## src/rtl/multicycle_control.sv

```systemverilog
// multicycle_control: FSM control unit for the multicycle ARM-subset datapath (BR 3, DP 4, STR 4, LDR 5 cycles).
// Optional MULTICYCLE_CTRL_MEM_WAIT_EN: FETCH/MEMRD/MEMWR stall until mem_ready, re-asserting their strobes.
module multicycle_control #(
  parameter int ALU_CTRL_W = 2,
  parameter int FLAG_W     = 4
) (
  input  logic                  clk,
  input  logic                  reset,
  input  logic [1:0]            op,
  input  logic [5:0]            funct,
  input  logic [3:0]            cond,
  input  logic [3:0]            rd,
  input  logic [FLAG_W-1:0]     alu_flag,
`ifdef MULTICYCLE_CTRL_MEM_WAIT_EN
  input  logic                  mem_ready,
`endif
  output logic                  pc_write,
  output logic                  adr_src,
  output logic                  ir_write,
  output logic                  mem_write,
  output logic                  reg_write,
  output logic [1:0]            result_src,
  output logic                  alu_src_a,
  output logic [1:0]            alu_src_b,
  output logic [1:0]            imm_src,
  output logic [1:0]            reg_src,
  output logic [ALU_CTRL_W-1:0] alu_control,
  output logic                  shift,
  output logic [FLAG_W-1:0]     flags
);

  typedef enum logic [3:0] {
    FETCH, DECODE, MEMADR, MEMRD, MEMWB, MEMWR, EXECR, EXECI, ALUWB, BRANCH
  } state_t;

  localparam bit EXT_ALU = (ALU_CTRL_W >= 3);

  state_t      state_q, state_d;
  logic [3:0]  flags_q;
  logic        cond_ex_q;
  logic        mem_go;
  logic [3:0]  cmd;
  logic        no_write, supported, cv_upd, flag_we;
  logic [2:0]  alu3;
  logic [1:0]  reg_src_dec;

`ifdef MULTICYCLE_CTRL_MEM_WAIT_EN
  assign mem_go = mem_ready;
`else
  assign mem_go = 1'b1;
`endif

  assign cmd         = funct[4:1];
  assign no_write    = (cmd == 4'b1010) || (cmd == 4'b1000);
  assign reg_src_dec = {(op == 2'b01) && !funct[0], op == 2'b10};
  assign flags       = FLAG_W'(flags_q);

  function automatic logic cond_check(input logic [3:0] c, input logic [3:0] f);
    logic n, z, cy, v;
    {n, z, cy, v} = f;
    case (c)
      4'h0: cond_check = z;
      4'h1: cond_check = !z;
      4'h2: cond_check = cy;
      4'h3: cond_check = !cy;
      4'h4: cond_check = n;
      4'h5: cond_check = !n;
      4'h6: cond_check = v;
      4'h7: cond_check = !v;
      4'h8: cond_check = cy && !z;
      4'h9: cond_check = !cy || z;
      4'hA: cond_check = (n == v);
      4'hB: cond_check = (n != v);
      4'hC: cond_check = !z && (n == v);
      4'hD: cond_check = z || (n != v);
      4'hE: cond_check = 1'b1;
      default: cond_check = 1'b0;
    endcase
  endfunction

  // Unsupported commands fall back to ADD and leave the flags alone.
  always_comb begin
    alu3      = 3'd0;
    supported = 1'b1;
    cv_upd    = 1'b0;
    case (cmd)
      4'b0100: cv_upd = 1'b1;
      4'b0010: begin alu3 = 3'd1; cv_upd = 1'b1; end
      4'b1010: begin alu3 = 3'd1; cv_upd = 1'b1; end
      4'b0000: alu3 = 3'd2;
      4'b1000: alu3 = 3'd2;
      4'b1100: alu3 = 3'd3;
      4'b0001: begin alu3 = EXT_ALU ? 3'd4 : 3'd0; supported = EXT_ALU; end
      4'b1101: begin alu3 = EXT_ALU ? 3'd5 : 3'd0; supported = EXT_ALU; end
      default: supported = 1'b0;
    endcase
  end

  assign flag_we = ((state_q == EXECR) || (state_q == EXECI)) &&
                   (funct[0] || no_write) && cond_ex_q && supported;

  always_ff @(posedge clk) begin
    if (reset) begin
      state_q   <= FETCH;
      flags_q   <= 4'b0000;
      cond_ex_q <= 1'b0;
    end else begin
      state_q <= state_d;
      if (state_q == DECODE)
        cond_ex_q <= cond_check(cond, flags_q);
      if (flag_we)
        flags_q <= {alu_flag[3:2], cv_upd ? alu_flag[1:0] : flags_q[1:0]};
    end
  end

  always_comb begin
    state_d     = state_q;
    pc_write    = 1'b0;
    adr_src     = 1'b0;
    ir_write    = 1'b0;
    mem_write   = 1'b0;
    reg_write   = 1'b0;
    result_src  = 2'b00;
    alu_src_a   = 1'b0;
    alu_src_b   = 2'b00;
    imm_src     = 2'b00;
    reg_src     = 2'b00;
    alu_control = '0;
    shift       = 1'b0;
    // Operands come from the held IR once the fetch is done.
    if (state_q != FETCH)
      reg_src = reg_src_dec;
    case (state_q)
      FETCH: begin
        ir_write   = 1'b1;
        pc_write   = 1'b1;
        alu_src_a  = 1'b1;
        alu_src_b  = 2'b10;
        result_src = 2'b10;
        if (mem_go) state_d = DECODE;
      end
      DECODE: begin
        alu_src_a = 1'b1;
        alu_src_b = 2'b10;
        case (op)
          2'b00:   state_d = funct[5] ? EXECI : EXECR;
          2'b01:   state_d = MEMADR;
          2'b10:   state_d = BRANCH;
          default: state_d = FETCH;
        endcase
      end
      MEMADR: begin
        alu_src_b = 2'b01;
        imm_src   = op;
        state_d   = funct[0] ? MEMRD : MEMWR;
      end
      MEMRD: begin
        adr_src = 1'b1;
        if (mem_go) state_d = MEMWB;
      end
      MEMWB: begin
        result_src = 2'b01;
        if (rd == 4'hF) pc_write = cond_ex_q;
        else            reg_write = cond_ex_q;
        state_d = FETCH;
      end
      MEMWR: begin
        adr_src   = 1'b1;
        mem_write = cond_ex_q;
        if (mem_go) state_d = FETCH;
      end
      EXECR: begin
        alu_control = ALU_CTRL_W'(alu3);
        shift       = (cmd == 4'b1101);
        state_d     = ALUWB;
      end
      EXECI: begin
        alu_src_b   = 2'b01;
        imm_src     = op;
        alu_control = ALU_CTRL_W'(alu3);
        state_d     = ALUWB;
      end
      ALUWB: begin
        if (!no_write) begin
          if (rd == 4'hF) pc_write = cond_ex_q;
          else            reg_write = cond_ex_q;
        end
        state_d = FETCH;
      end
      BRANCH: begin
        alu_src_b  = 2'b01;
        imm_src    = op;
        result_src = 2'b10;
        pc_write   = cond_ex_q;
        state_d    = FETCH;
      end
      default: state_d = FETCH;
    endcase
    if (reset) begin
      pc_write  = 1'b0;
      ir_write  = 1'b0;
      mem_write = 1'b0;
      reg_write = 1'b0;
    end
  end

endmodule

```

## config.mk

```make
export PLATFORM = sky130hd
export DESIGN_NAME = multicycle_control
export DESIGN_NICKNAME = d
export VERILOG_FILES = /design/src/rtl/multicycle_control.sv
export SDC_FILE = /design/constraint.sdc
export NUM_CORES = 1
export LEC_CHECK = 0
export CORE_MARGIN = 1
export CORE_UTILIZATION = 41
export CTS_CLUSTER_DIAMETER = 50
export CTS_CLUSTER_SIZE = 14
export DETAILED_ROUTE_END_ITERATION = 6
export PLACE_DENSITY = 0.79
export SLEW_MARGIN = 25
export SYNTH_ARGS = -nofsm -noshare
export SYNTH_HDL_FRONTEND = slang
export SYNTH_SLANG_ARGS = --single-unit
```

## constraint.sdc

```tcl
create_clock -name clk -period 1.85 [get_ports clk]
set_clock_uncertainty 0.1 [all_clocks]
set_input_delay 0.2775 -clock clk [delete_from_list [all_inputs] [get_ports clk]]
set_output_delay 0.2775 -clock clk [all_outputs]
set_load 0.02 [all_outputs]
```

==> flow_metrics.tcl <==
set metrics [dict create \
    critPathMaxFanout 7 \
    grt_max_degree 11 \
    gp_congestion 0.784 \
    relSlewSlack 0.748 \
    drc 0 \
    cap_violations 0 \
    async_reset_ff_frac 0 \
    fin_crit_sh 1.01 \
    yosysSeqAreaShare 0.189 \
    tightest_slew_ns 0.377 \
    postSynthAreaPerCell_um2 7.68 \
    period_needed_ns 1.87 \
    setup_ws_ns -0.0169 \
    slew_violations 0 \
    placed_area_mm2 0.00160 \
    placementRows 17 \
    final_hold_viol_count 0 \
    die_x_um 50.2 \
    ys_ff_latch 9 \
    antenna_found_initial 0 \
    dp_hpwl_mm 2.26 \
    synth.cell_area_um2 952 \
    crit_start "state_q[3]" \
    detail-route-antenna-nets 0 \
    ys.flop_type "dfxtp_1" \
    drt_iter0_drc 25 \
    grt_pass1_vias 1101 \
    routed_wl_mm 3.15 \
    dp_cells 216 \
    grt-ovfl-total 0 \
    portBuffers 42 \
    rsz0062_at_grt "yes" \
    grt_pass1_wl_mm 4.66 \
    cts_sinks 9 \
    numCtsBuffers 3 \
    drtPass1Iterations 4 \
    route.vias.total 1223 \
    status "finished with violations" \
    grt_usage 0.237 \
    path_clk_slew_ns 0.06 \
    synth_edf_count 0 \
    wl_per_cell_um 14.2 \
    violations "negative setup slack" \
    yosysWarningCount 0 \
    tritoncts "yes" \
    synth_cell_types 45 \
    design_power_total_uw 689 \
    insertion_delay_ns 0.26 \
    worst-r2r-setup-slack_ns 0.23 \
    root_buffer "clkbuf_4" \
    worstPathRequired_ns 1.47 \
    dieArea_mm2 0.00252 \
    place_ws_ns -0.466 \
    vdd_drop_max_mv 0.300 \
    diodes 0 \
    cts.htree.levels 1 \
    fp.coreArea_mm2 0.00219 \
    end_kind "primary output" \
    area_growth_pct 77.0 \
    clk_path_buf_depth 2 \
    cp-start-kind "register" \
    rr_startpoint "state_q[1]" \
    reg2reg_depth 5 \
    design_area_mm2 0.00169 \
    syn_inst 124 \
    die_h_um 50.2 \
    r2r_end "cond_ex_q" \
    setup_viol 1 \
    max_freq_mhz 536 \
    nNetsFinal 217 \
    min_path_type "in -> reg" \
    tns_ns -0.0169 \
    io_pins 43 \
    start_util 0.435 \
    stdcell_count 222 \
    crit_end "result_src[0]" \
    arrival_ns 1.49 \
    path_class "reg -> out" \
    p_per_area_mw_per_mm2 409 \
    vias_per_cell 5.51 \
    drive_gt1_frac 0.356 \
    syn-num-nets 146 \
    p_leak_nw 0.732 \
]
layout by cell type, fill, tap and decap left out, types with 4 or more instances in the layout:
cell type / Yosys / layout
buf_4: 0 / 34
a21oi_1: 6 / 5
clkdlybuf4s15_2: 0 / 4
nor2b_1: 7 / 5
nand3b_1: 4 / 4
nor3b_1: 8 / 6
clkdlybuf4s50_1: 0 / 20
dfxtp_1: 9 / 5
nand2b_1: 5 / 5
mux2i_1: 7 / 7
nor2_1: 10 / 9
dlygate4sd2_1: 0 / 4
nor3_1: 8 / 7
dlymetal6s2s_1: 0 / 5
buf_2: 4 / 4
nand2_1: 6 / 6
per-stage QoR:
step / utilization / hold WS (ns)
finish: 0.769 / 0.349
global route: 0.769 / 0.367
floorplan: - / 0.318
CTS: 0.740 / 0.464
detailed placement: 0.732 / 0.447
global placement: 0.732 / 0.425
cell type report:
cell class,instances,area (um^2)
inverters,5,18.8
flip-flops and latches,9,193
repair buffers,74,637
multi-input cells,102,776
fillers,155,505
well taps,28,35.0
clock buffers,4,26.3
critical path: stages, from the launching register on:
cell and delay, ns:
dfxtp_2 0.36, buf_4 0.17, nor2b_2 0.20, nor3b_1 0.21
clkdlybuf4s15_2 0.29
state kept, by name, summed over array words and instances, names as in the netlist:
signal	cells
flags	4
cond_ex_q	1
state_q	4
worst min path at each step:
| stage | from | to | slack, ns | cells after the start |
|---|---|---|---|---|
| 2_1_floorplan | funct[0] | state_q[1] | 0.32 | 2 |
| 3_3_place_gp | flags[1] | flags[1] | 0.43 | 2 |
| 3_5_place_dp | flags[1] | flags[1] | 0.45 | 2 |
| 4_1_cts | flags[1] | flags[1] | 0.46 | 2 |
| 5_1_grt | reset | state_q[3] | 0.37 | 3 |
| 6_report | reset | state_q[3] | 0.35 | 3 |
synthesized netlist by cell type, types with 2 or more instances:
cell type,n,area (um^2)
nor2_1,10,37.5
dfxtp_1,9,180
nor3_1,8,40.0
nor3b_1,8,60.1
mux2i_1,7,70.1
nor2b_1,7,43.8
a21oi_1,6,30.0
nand2_1,6,22.5
nand2b_1,5,31.3
buf_2,4,20.0
nand3b_1,4,30.0
a31oi_1,3,18.8
inv_1,3,11.3
nor4_1,3,18.8
nor4b_1,3,26.3
o21ai_0,3,15.0
xnor2_1,3,26.3
and4_1,2,17.5
clkbuf_1,2,7.51
nand3_1,2,10.0
xor2_1,2,17.5
cell families after synthesis:
kind of cell           count (synthesis)  synth area share
multiplexers                           7            0.0736
buffers and inverters                 13            0.0644
AND/OR/NAND/NOR                       67             0.459
XOR/XNOR                               5            0.0460
AO/OA/AOI/OAI                         23             0.168
flip-flops                             9             0.189
what timing repair did:
item | 4_1_cts | 5_1_grt
hold buffers | 0 | 0
pin swaps | 1 | 3
resized for setup | 60 | 21
buffers inserted | 0 | 2
cloned | 0 | 0
setup endpoints to repair | 17 | 12
metal layers:
| metal | track usage | wire length (um) | vias to the layer above |
|---|---|---|---|
| met4 | 0.0857 | 36 | 0 |
| met5 | 0 | 0 | - |
| met2 | 0.460 | 1670 | 48 |
| met3 | 0.0182 | 154 | 6 |
| met1 | 0.262 | 1290 | 571 |
| li1 | - | - | 598 |
report_power, final:
| group | internal, mW | total, mW | switching (mW) |
|---|---|---|---|
| Sequential | 0.202 | 0.224 | 0.0219 |
| Combinational | 0.169 | 0.313 | 0.144 |
| Clock | 0.0831 | 0.151 | 0.0683 |
Note: power is estimated with default switching activity, not from simulation.
